## config.mk

```make
export PLATFORM = sky130hd
export DESIGN_NAME = ms_universal_ff_bank
export DESIGN_NICKNAME = d
export VERILOG_FILES = /design/src/rtl/ff_pkg.sv /design/src/rtl/ff_next_state.sv /design/src/rtl/ms_universal_ff_bank.sv
export SDC_FILE = /design/constraint.sdc
export NUM_CORES = 1
export LEC_CHECK = 0
export CORE_ASPECT_RATIO = 0.7
export CORE_UTILIZATION = 45
export CTS_CLUSTER_SIZE = 8
export DETAILED_ROUTE_END_ITERATION = 6
export HOLD_SLACK_MARGIN = 0.12
export PLACE_DENSITY = 0.81
export SETUP_SLACK_MARGIN = 0.4
export SLEW_MARGIN = 5
export SYNTH_ARGS = -nofsm -noshare
export SYNTH_HDL_FRONTEND = slang
export SYNTH_HIERARCHICAL = 1
export SYNTH_SLANG_ARGS = --single-unit
```

## constraint.sdc

```tcl
create_clock -name clk -period 2 [get_ports clk]
set_clock_uncertainty 0.05 [all_clocks]
set_input_delay 0.6 -clock clk [delete_from_list [all_inputs] [get_ports clk]]
set_output_delay 0.6 -clock clk [all_outputs]
set_load 0.01 [all_outputs]
```

## src/rtl/ff_pkg.sv

```systemverilog
// Shared encodings for the universal flip-flop bank: run-time mode codes and
// the SR illegal-input policy codes.
package ff_pkg;

   typedef enum logic [1:0] {
      MODE_SR = 2'b00,
      MODE_JK = 2'b01,
      MODE_D  = 2'b10,
      MODE_T  = 2'b11
   } ff_mode_e;

   localparam int POL_HOLD = 0;
   localparam int POL_SET  = 1;
   localparam int POL_RST  = 2;

endpackage

```

## src/rtl/ff_next_state.sv

```systemverilog
// Single-bit next-state function for the universal flip-flop bank.
// Purely combinational; the register lives in the top level.
module ff_next_state
   import ff_pkg::*;
#(
   parameter int ILLEGAL_POLICY = POL_HOLD
) (
   input  logic       q,
   input  logic       a,
   input  logic       b,
   input  logic [1:0] mode,
   output logic       q_next
);

   logic w_sr_collision_value;

   // The S=R=1 outcome is fixed at elaboration, so it never produces X.
   assign w_sr_collision_value = (ILLEGAL_POLICY == POL_SET) ? 1'b1 :
                                 (ILLEGAL_POLICY == POL_RST) ? 1'b0 : q;

   always_comb begin
      q_next = q;
      unique case (mode)
         MODE_SR: begin
            unique case ({a, b})
               2'b10:   q_next = 1'b1;
               2'b01:   q_next = 1'b0;
               2'b11:   q_next = w_sr_collision_value;
               default: q_next = q;
            endcase
         end
         MODE_JK: begin
            unique case ({a, b})
               2'b10:   q_next = 1'b1;
               2'b01:   q_next = 1'b0;
               2'b11:   q_next = ~q;
               default: q_next = q;
            endcase
         end
         MODE_D:  q_next = a;
         MODE_T:  q_next = q ^ a;
         default: q_next = q;
      endcase
   end

endmodule

```

## src/rtl/ms_universal_ff_bank.sv

```systemverilog
// WIDTH-bit bank of SR/JK/D/T flip-flops with deterministic SR collision
// handling, an illegal-event pulse, a sticky error flag and a saturating counter.
module ms_universal_ff_bank
   import ff_pkg::*;
#(
   parameter int                 WIDTH          = 8,
   parameter logic [WIDTH-1:0]   RESET_VALUE    = '0,
   parameter int                 ILLEGAL_POLICY = POL_HOLD,
   parameter int                 CNT_W          = 4
) (
   input  logic              clk,
   input  logic              rst,
   input  logic              en,
   input  logic [1:0]        mode,
   input  logic [WIDTH-1:0]  a,
   input  logic [WIDTH-1:0]  b,
   input  logic              err_clr,
   output logic [WIDTH-1:0]  q,
   output logic [WIDTH-1:0]  qn,
   output logic              illegal,
   output logic              err_sticky,
   output logic [CNT_W-1:0]  err_cnt
);

   if (ILLEGAL_POLICY < POL_HOLD || ILLEGAL_POLICY > POL_RST) begin : g_bad_policy
      $error("ms_universal_ff_bank: ILLEGAL_POLICY must be 0, 1 or 2");
   end

   logic [WIDTH-1:0] r_q;
   logic [WIDTH-1:0] w_q_next;
   logic             r_illegal;
   logic             r_err_sticky;
   logic [CNT_W-1:0] r_err_cnt;
   logic             w_illegal_evt;
   logic             w_cnt_sat;

   genvar gi;
   for (gi = 0; gi < WIDTH; gi++) begin : g_bit
      ff_next_state #(
         .ILLEGAL_POLICY (ILLEGAL_POLICY)
      ) u_next_state (
         .q      (r_q[gi]),
         .a      (a[gi]),
         .b      (b[gi]),
         .mode   (mode),
         .q_next (w_q_next[gi])
      );
   end

   // One event per cycle no matter how many bits collide.
   assign w_illegal_evt = en && (mode == MODE_SR) && (|(a & b));
   assign w_cnt_sat     = &r_err_cnt;

   always_ff @(posedge clk) begin
      if (rst) begin
         r_q          <= RESET_VALUE;
         r_illegal    <= 1'b0;
         r_err_sticky <= 1'b0;
         r_err_cnt    <= '0;
      end else begin
         if (en) begin
            r_q <= w_q_next;
         end
         r_illegal <= w_illegal_evt;
         // A coincident clear restarts the count, then the event is recorded.
         if (w_illegal_evt) begin
            r_err_sticky <= 1'b1;
            if (err_clr) begin
               r_err_cnt <= CNT_W'(1);
            end else if (!w_cnt_sat) begin
               r_err_cnt <= r_err_cnt + CNT_W'(1);
            end
         end else if (err_clr) begin
            r_err_sticky <= 1'b0;
            r_err_cnt    <= '0;
         end
      end
   end

   assign q          = r_q;
   assign qn         = ~r_q;
   assign illegal    = r_illegal;
   assign err_sticky = r_err_sticky;
   assign err_cnt    = r_err_cnt;

endmodule

```

==> results of run 1 <==
cell families after synthesis:
logic type	count (synthesis)	share of synthesized area, %
AO/OA/AOI/OAI	14	8.87
adder cells (fa/ha/maj)	9	9.07
buffers and inverters	21	7.56
flip-flops	14	22.6
multiplexers	48	41.9
AND/OR/NAND/NOR	22	9.98
metrics by stage:
step,instance area (um2),worst slack [ps],std cells
CTS,2230,149,236
finish,2390,160,246
floorplan,1440,341,128
global placement,2060,-366,221
detailed placement,2060,-423,221
global route,2390,130,246
final timing paths:
| check | end | cells after the start | slack, ps |
|---|---|---|---|
| min reg2reg | err_cnt[2] | 1 | 470 |
| max reg2reg | err_cnt[1] | 5 | 530 |
| max | q[7] | 9 | 160 |
| min | err_cnt[2] | 1 | 470 |
metal layers:
metal  global-route usage [%]  wire length (um)
met5                        0                 0
met4                     12.0               343
met3                     5.25               451
met2                     59.0              2860
met1                     34.0              2330
worst max-delay path: cells and delay by family:
family	cells	cell delay, ps
simple gates	1	80
mux	4	770
fa+ha+maj	1	250
buf+inv	3	220
sequential cells by signal (all words and copies together) (netlist names):
register and flops:
err_cnt 4, err_sticky 1, q 8, illegal 1
cell type report:
type	count	area [um2]	area share, %
multi-input cells	93	1050	44.2
repair buffers	83	756	31.7
flip-flops and latches	14	312	13.1
inverters	18	168	7.03
clock buffers	4	55.1	2.31
well taps	34	42.5	1.78
power groups by stage:
stage	logic [mW]	registers [mW]	clock network [mW]
5_1_grt	0.479	0.315	0.311
4_1_cts	0.386	0.314	0.293
3_3_place_gp	0.360	0.318	0
3_5_place_dp	0.376	0.320	0
6_report	0.466	0.316	0.301
2_1_floorplan	0.174	0.323	0
layout by cell type, fill, tap and decap left out, types with 2 or more instances in the layout:
master | netlist | final
nand3_2 | 1 | 2
mux2_4 | 8 | 8
o21ai_2 | 0 | 2
clkdlybuf4s15_1 | 0 | 7
buf_12 | 0 | 3
buf_2 | 0 | 7
nor2_1 | 10 | 8
inv_1 | 18 | 10
inv_12 | 0 | 8
clkbuf_8 | 0 | 4
dlygate4sd2_1 | 0 | 15
buf_6 | 2 | 19
ha_4 | 0 | 8
dfxtp_1 | 14 | 3
dfxtp_4 | 0 | 7
a22oi_2 | 0 | 4
dfxtp_2 | 0 | 4
clkbuf_2 | 0 | 4
a21oi_2 | 0 | 2
buf_4 | 0 | 25
mux2i_1 | 40 | 40
what timing repair did:
item                                    4_1_cts  5_1_grt
resized for setup                           128       42
hold endpoints to repair                      0        0
pin swaps                                    13       18
setup buffers                                11       10
hold buffers                                  0        0
endpoints found under the setup margin       36       26
==> impl_metrics.toml, run 1 <==
[status]
status = "completed"

[setup_path]
path_cells = "buf_6 -> buf_6 -> inv_12 -> ha_4 -> mux2_4 -> mux2i_1 -> mux2i_1 -> mux2i_1 -> nor2_1"
critPathRequiredTime_ps = 2090
worstSetupPathType = "in -> reg"
crit_path_max_incr_delay_ps = 290
critPathLaunch = "b[7]"
cp.arrival_ps = 1930
crit_path_max_fanout = 2
cp-start-kind = "input port"
crit_path_top_delay_cell = "mux2_4"
reg2reg_from = "err_cnt[0]"
crit_top_cell = "mux2i_1"
end_kind = "register"

[detailed_routing]
wl_per_cell_um = 24.3
viasPerCell = 6.09
ant_nets = 0
first_pass_iters = 4
via_count = 1499
first_iter_violations = 149
drc = 0
wirelength_mm = 5.98

[clock_tree]
htree_num_levels = 1
cts_tree = "yes"
clockRootBuffer = "clkbuf_8"
clk_pin_slew_ps = 70
cts-buffers-inserted = 3
clockBufferDepth = 2
cts_sinks = 14
clk_latency_ps = 260

[yosys]
synthDistinctLibCells = 25
ys_top_cells_by_area = "mux2i_1 32%, dfxtp_1 23%, mux2_4 9.7%, ha_1 9.1%, inv_1 5.4%"
synth_warnings = 6
synth.most_common_cell = "mux2i_1"
synthArstFlopShare_pct = 0
ys_ff_latch = 14
synth_top_area_share_pct = 32.3
synth_edf_count = 0
syn-num-nets = 159
synthFlopType = "dfxtp_1"
synth.avg_cell_area_um2 = 9.70
synth_top_cell_by_area = "mux2i_1"
synth_common_cells = "40 x mux2i_1, 18 x inv_1, 14 x dfxtp_1"
synth_area_mm2 = 0.00124
synth_cells = 128
ys_seq_area_share_pct = 22.6

[floorplan]
dieArea_mm2 = 0.00298
die_x_um = 64.8
rows = 15
initial_core_util_pct = 49.0
coreArea_mm2 = 0.00253
dieHeight_um = 45.9
ios = 44

[worst_hold_path]
hold_start = "err_cnt[2]"
min_path_type = "reg -> reg"

[power_and_ir_drop]
power.net_switching_uw = 369
ir_drop_uv = 315
combPwrFrac_pct = 43.0
p_sw_share_pct = 34.1
seq_power_share_pct = 29.2
power_mw = 1.08
internal_power_uw = 714
pwr-share-clk_pct = 27.8
power_density_mw_per_mm2 = 454
p_leak_nw = 1.13

[run]
max_cap_violations = 0

[grt]
grt_max_degree = 13
grt_pass1_wl_mm = 6.67
grt_pass1_vias = 1357
grt_antenna_before_repair = 0
grt_overflow = 0
grt_usage_pct = 30.5

[timing]
drv_slew = 0
setup_violations = 0
grt_setup_unrepaired = "yes"
tightest_slew_ps = 310
max_freq_mhz = 543
finalHoldViolCount = 0
finalCritPeriodShare_pct = 92.0
period_needed_ps = 1840
slew_headroom_pct = 79.2
whs_ps = 473
fin_tns_setup_ps = 0

[final_layout]
layout-drive-gt1-share_pct = 56.6
antenna_cells = 0
fillCellCount = 73
final_util_pct = 94.2
nNetsFinal = 244
syn_to_final_growth_pct = 92.2

[placed_design]
gp_congestion = 0.712
portBuffers = 43
dp_hpwl_mm = 2.73
Power figures use the tool's default switching activity.
==> inputs of run 2 (changes only) <==
--- a/config.mk
+++ b/config.mk
@@ -17,3 +17,4 @@
 export SYNTH_HDL_FRONTEND = slang
 export SYNTH_HIERARCHICAL = 1
 export SYNTH_SLANG_ARGS = --single-unit
+export TNS_END_PERCENT = 50
==> run 2 against run 1 <==
Hold slack got worse by 43 ps. Wire length fell by 32%. Power shrank 6.8%. Via count down 14%. Worst setup slack gained 58 ps. Maximum frequency rose by 3.3%. Combinational power fell by 13%. Cell area shrank 4.6%. Critical path depth did not move. Count of clock-buffer cells in the layout is the same. Largest power group unchanged.
==> impl_metrics.toml, run 2 (synthesized netlist as in run 1, its figures left out) <==
[setup_path]
critPathRequiredTime_ps = 2090
cp-start-kind = "input port"
cp.arrival_ps = 1870
end_kind = "register"
crit_top_cell = "mux2i_1"
worstSetupPathType = "in -> reg"
r2r_slack_ps = 450
crit_path_top_delay_cell = "mux2_4"
path_cells = "buf_6 -> buf_6 -> inv_12 -> ha_4 -> mux2_4 -> mux2i_1 -> mux2i_1 -> mux2i_1 -> nor2_1"
crit_path_max_incr_delay_ps = 290
crit_path_max_fanout = 2

[final_layout]
fillCellCount = 116
layout-drive-gt1-share_pct = 47.0
final_cells = 236
design_area_mm2 = 0.00228
nNetsFinal = 234
final_cell_mix = "40 x mux2i_1, 19 x buf_6, 17 x buf_4"
syn_to_final_growth_pct = 83.4
antenna_cells = 0
final_util_pct = 89.8
layout_commonest_cell = "mux2i_1"
largest_reg_flops = 8

[grt]
grt_max_degree = 13
grt_antenna_before_repair = 0
grt_overflow = 0
grt_usage_pct = 28.4
grt_pass1_vias = 1306
grt_pass1_wl_mm = 6.25

[clock_tree]
cts_tree = "yes"
clk_pin_slew_ps = 70
clk_latency_ps = 250
cts-buffers-inserted = 3
clockBufferDepth = 2
clockRootBuffer = "clkbuf_8"
cts_sinks = 14
holdBufCountCts = 0
htree_num_levels = 1

[floorplan]
coreArea_mm2 = 0.00253
dieArea_mm2 = 0.00298
rows = 15
ios = 44
die_x_um = 64.8
dieHeight_um = 45.9
initial_core_util_pct = 49.0

[detailed_routing]
ant_nets = 0
first_pass_iters = 4
drc = 0
via_count = 1283
first_iter_violations = 55
wirelength_mm = 4.08
viasPerCell = 5.44
wl_per_cell_um = 17.3

[placed_design]
placed_cells = 221
dp_hpwl_mm = 2.73
place_area_mm2 = 0.00206
gp_congestion = 0.712
portBuffers = 43

[timing]
tightest_slew_ps = 308
slew_headroom_pct = 79.4
max_freq_mhz = 561
finalHoldViolCount = 0
fin_tns_setup_ps = 0
finalCritPeriodShare_pct = 89.1
grt_setup_unrepaired = "yes"
setup_violations = 0
period_needed_ps = 1780
drv_slew = 0

[power_and_ir_drop]
power_mw = 1.01
ir_drop_uv = 322
p_leak_nw = 1.16
power_density_mw_per_mm2 = 444

[worst_hold_path]
min_path_type = "reg -> reg"

[run]
max_cap_violations = 0

[status]
status = "completed"
[run 2: final timing paths]
| path | from | endpoint | depth (start not counted) |
|---|---|---|---|
| hold / removal | err_sticky | err_sticky | 2 |
| hold reg to reg | err_sticky | err_sticky | 2 |
| setup reg to reg | err_cnt[0] | err_cnt[3] | 5 |
| setup / recovery | b[0] | q[0] | 9 |
[run 2: where the power goes]
part / internal [mW] / leakage, nW / switching (mW) / total (mW)
clock: 0.175 / 0.0288 / 0.113 / 0.288
sequential: 0.296 / 0.118 / 0.0212 / 0.317
combinational: 0.229 / 1.01 / 0.175 / 0.405
total: 0.700 / 1.16 / 0.310 / 1.01
[run 2: critical path: cells and delay by family]
kind,cells,cell delay [ps]
muxes,4,700
adders and majority gates,1,260
buffers and inverters,3,220
and+or+nand+nor,1,70
[run 2: metrics by stage]
stage	hold slack, ps	setup slack, ps
after global placement	410	-366
after floorplan	443	341
after detailed placement	420	-423
after CTS	433	142
after global routing	461	158
final	430	218
[run 2: cell type report]
class | instances | area (um2) | share of cell area (%)
well taps | 34 | 42.5 | 1.87
clock buffers | 4 | 55.1 | 2.42
multi-input cells | 93 | 1000 | 43.9
repair buffers | 73 | 721 | 31.7
flip-flops and latches | 14 | 290 | 12.8
inverters | 18 | 168 | 7.37
[run 2: layer usage]
| layer | GRT usage, % | share of wire [%] |
|---|---|---|
| met1 | 32.4 | 41 |
| met2 | 52.1 | 51 |
| met3 | 5.50 | 4.4 |
| met4 | 13.8 | 3.4 |
| met5 | 0 | 0 |
[run 2: what timing repair did]
| item | CTS | global route |
|---|---|---|
| pin swaps | 13 | 1 |
| buffers inserted | 11 | 0 |
| resized for setup | 106 | 19 |
| endpoints found under the setup margin | 36 | 33 |
==> inputs of run 3 (changes only) <==
--- a/config.mk
+++ b/config.mk
@@ -9,6 +9,7 @@
 export CORE_UTILIZATION = 45
 export CTS_CLUSTER_SIZE = 8
 export DETAILED_ROUTE_END_ITERATION = 6
+export GPL_ROUTABILITY_DRIVEN = 1
 export HOLD_SLACK_MARGIN = 0.12
 export PLACE_DENSITY = 0.81
 export SETUP_SLACK_MARGIN = 0.4
==> results of run 3 <==
Same layout as run 2: the final DEF is identical, and so are final timing and power.
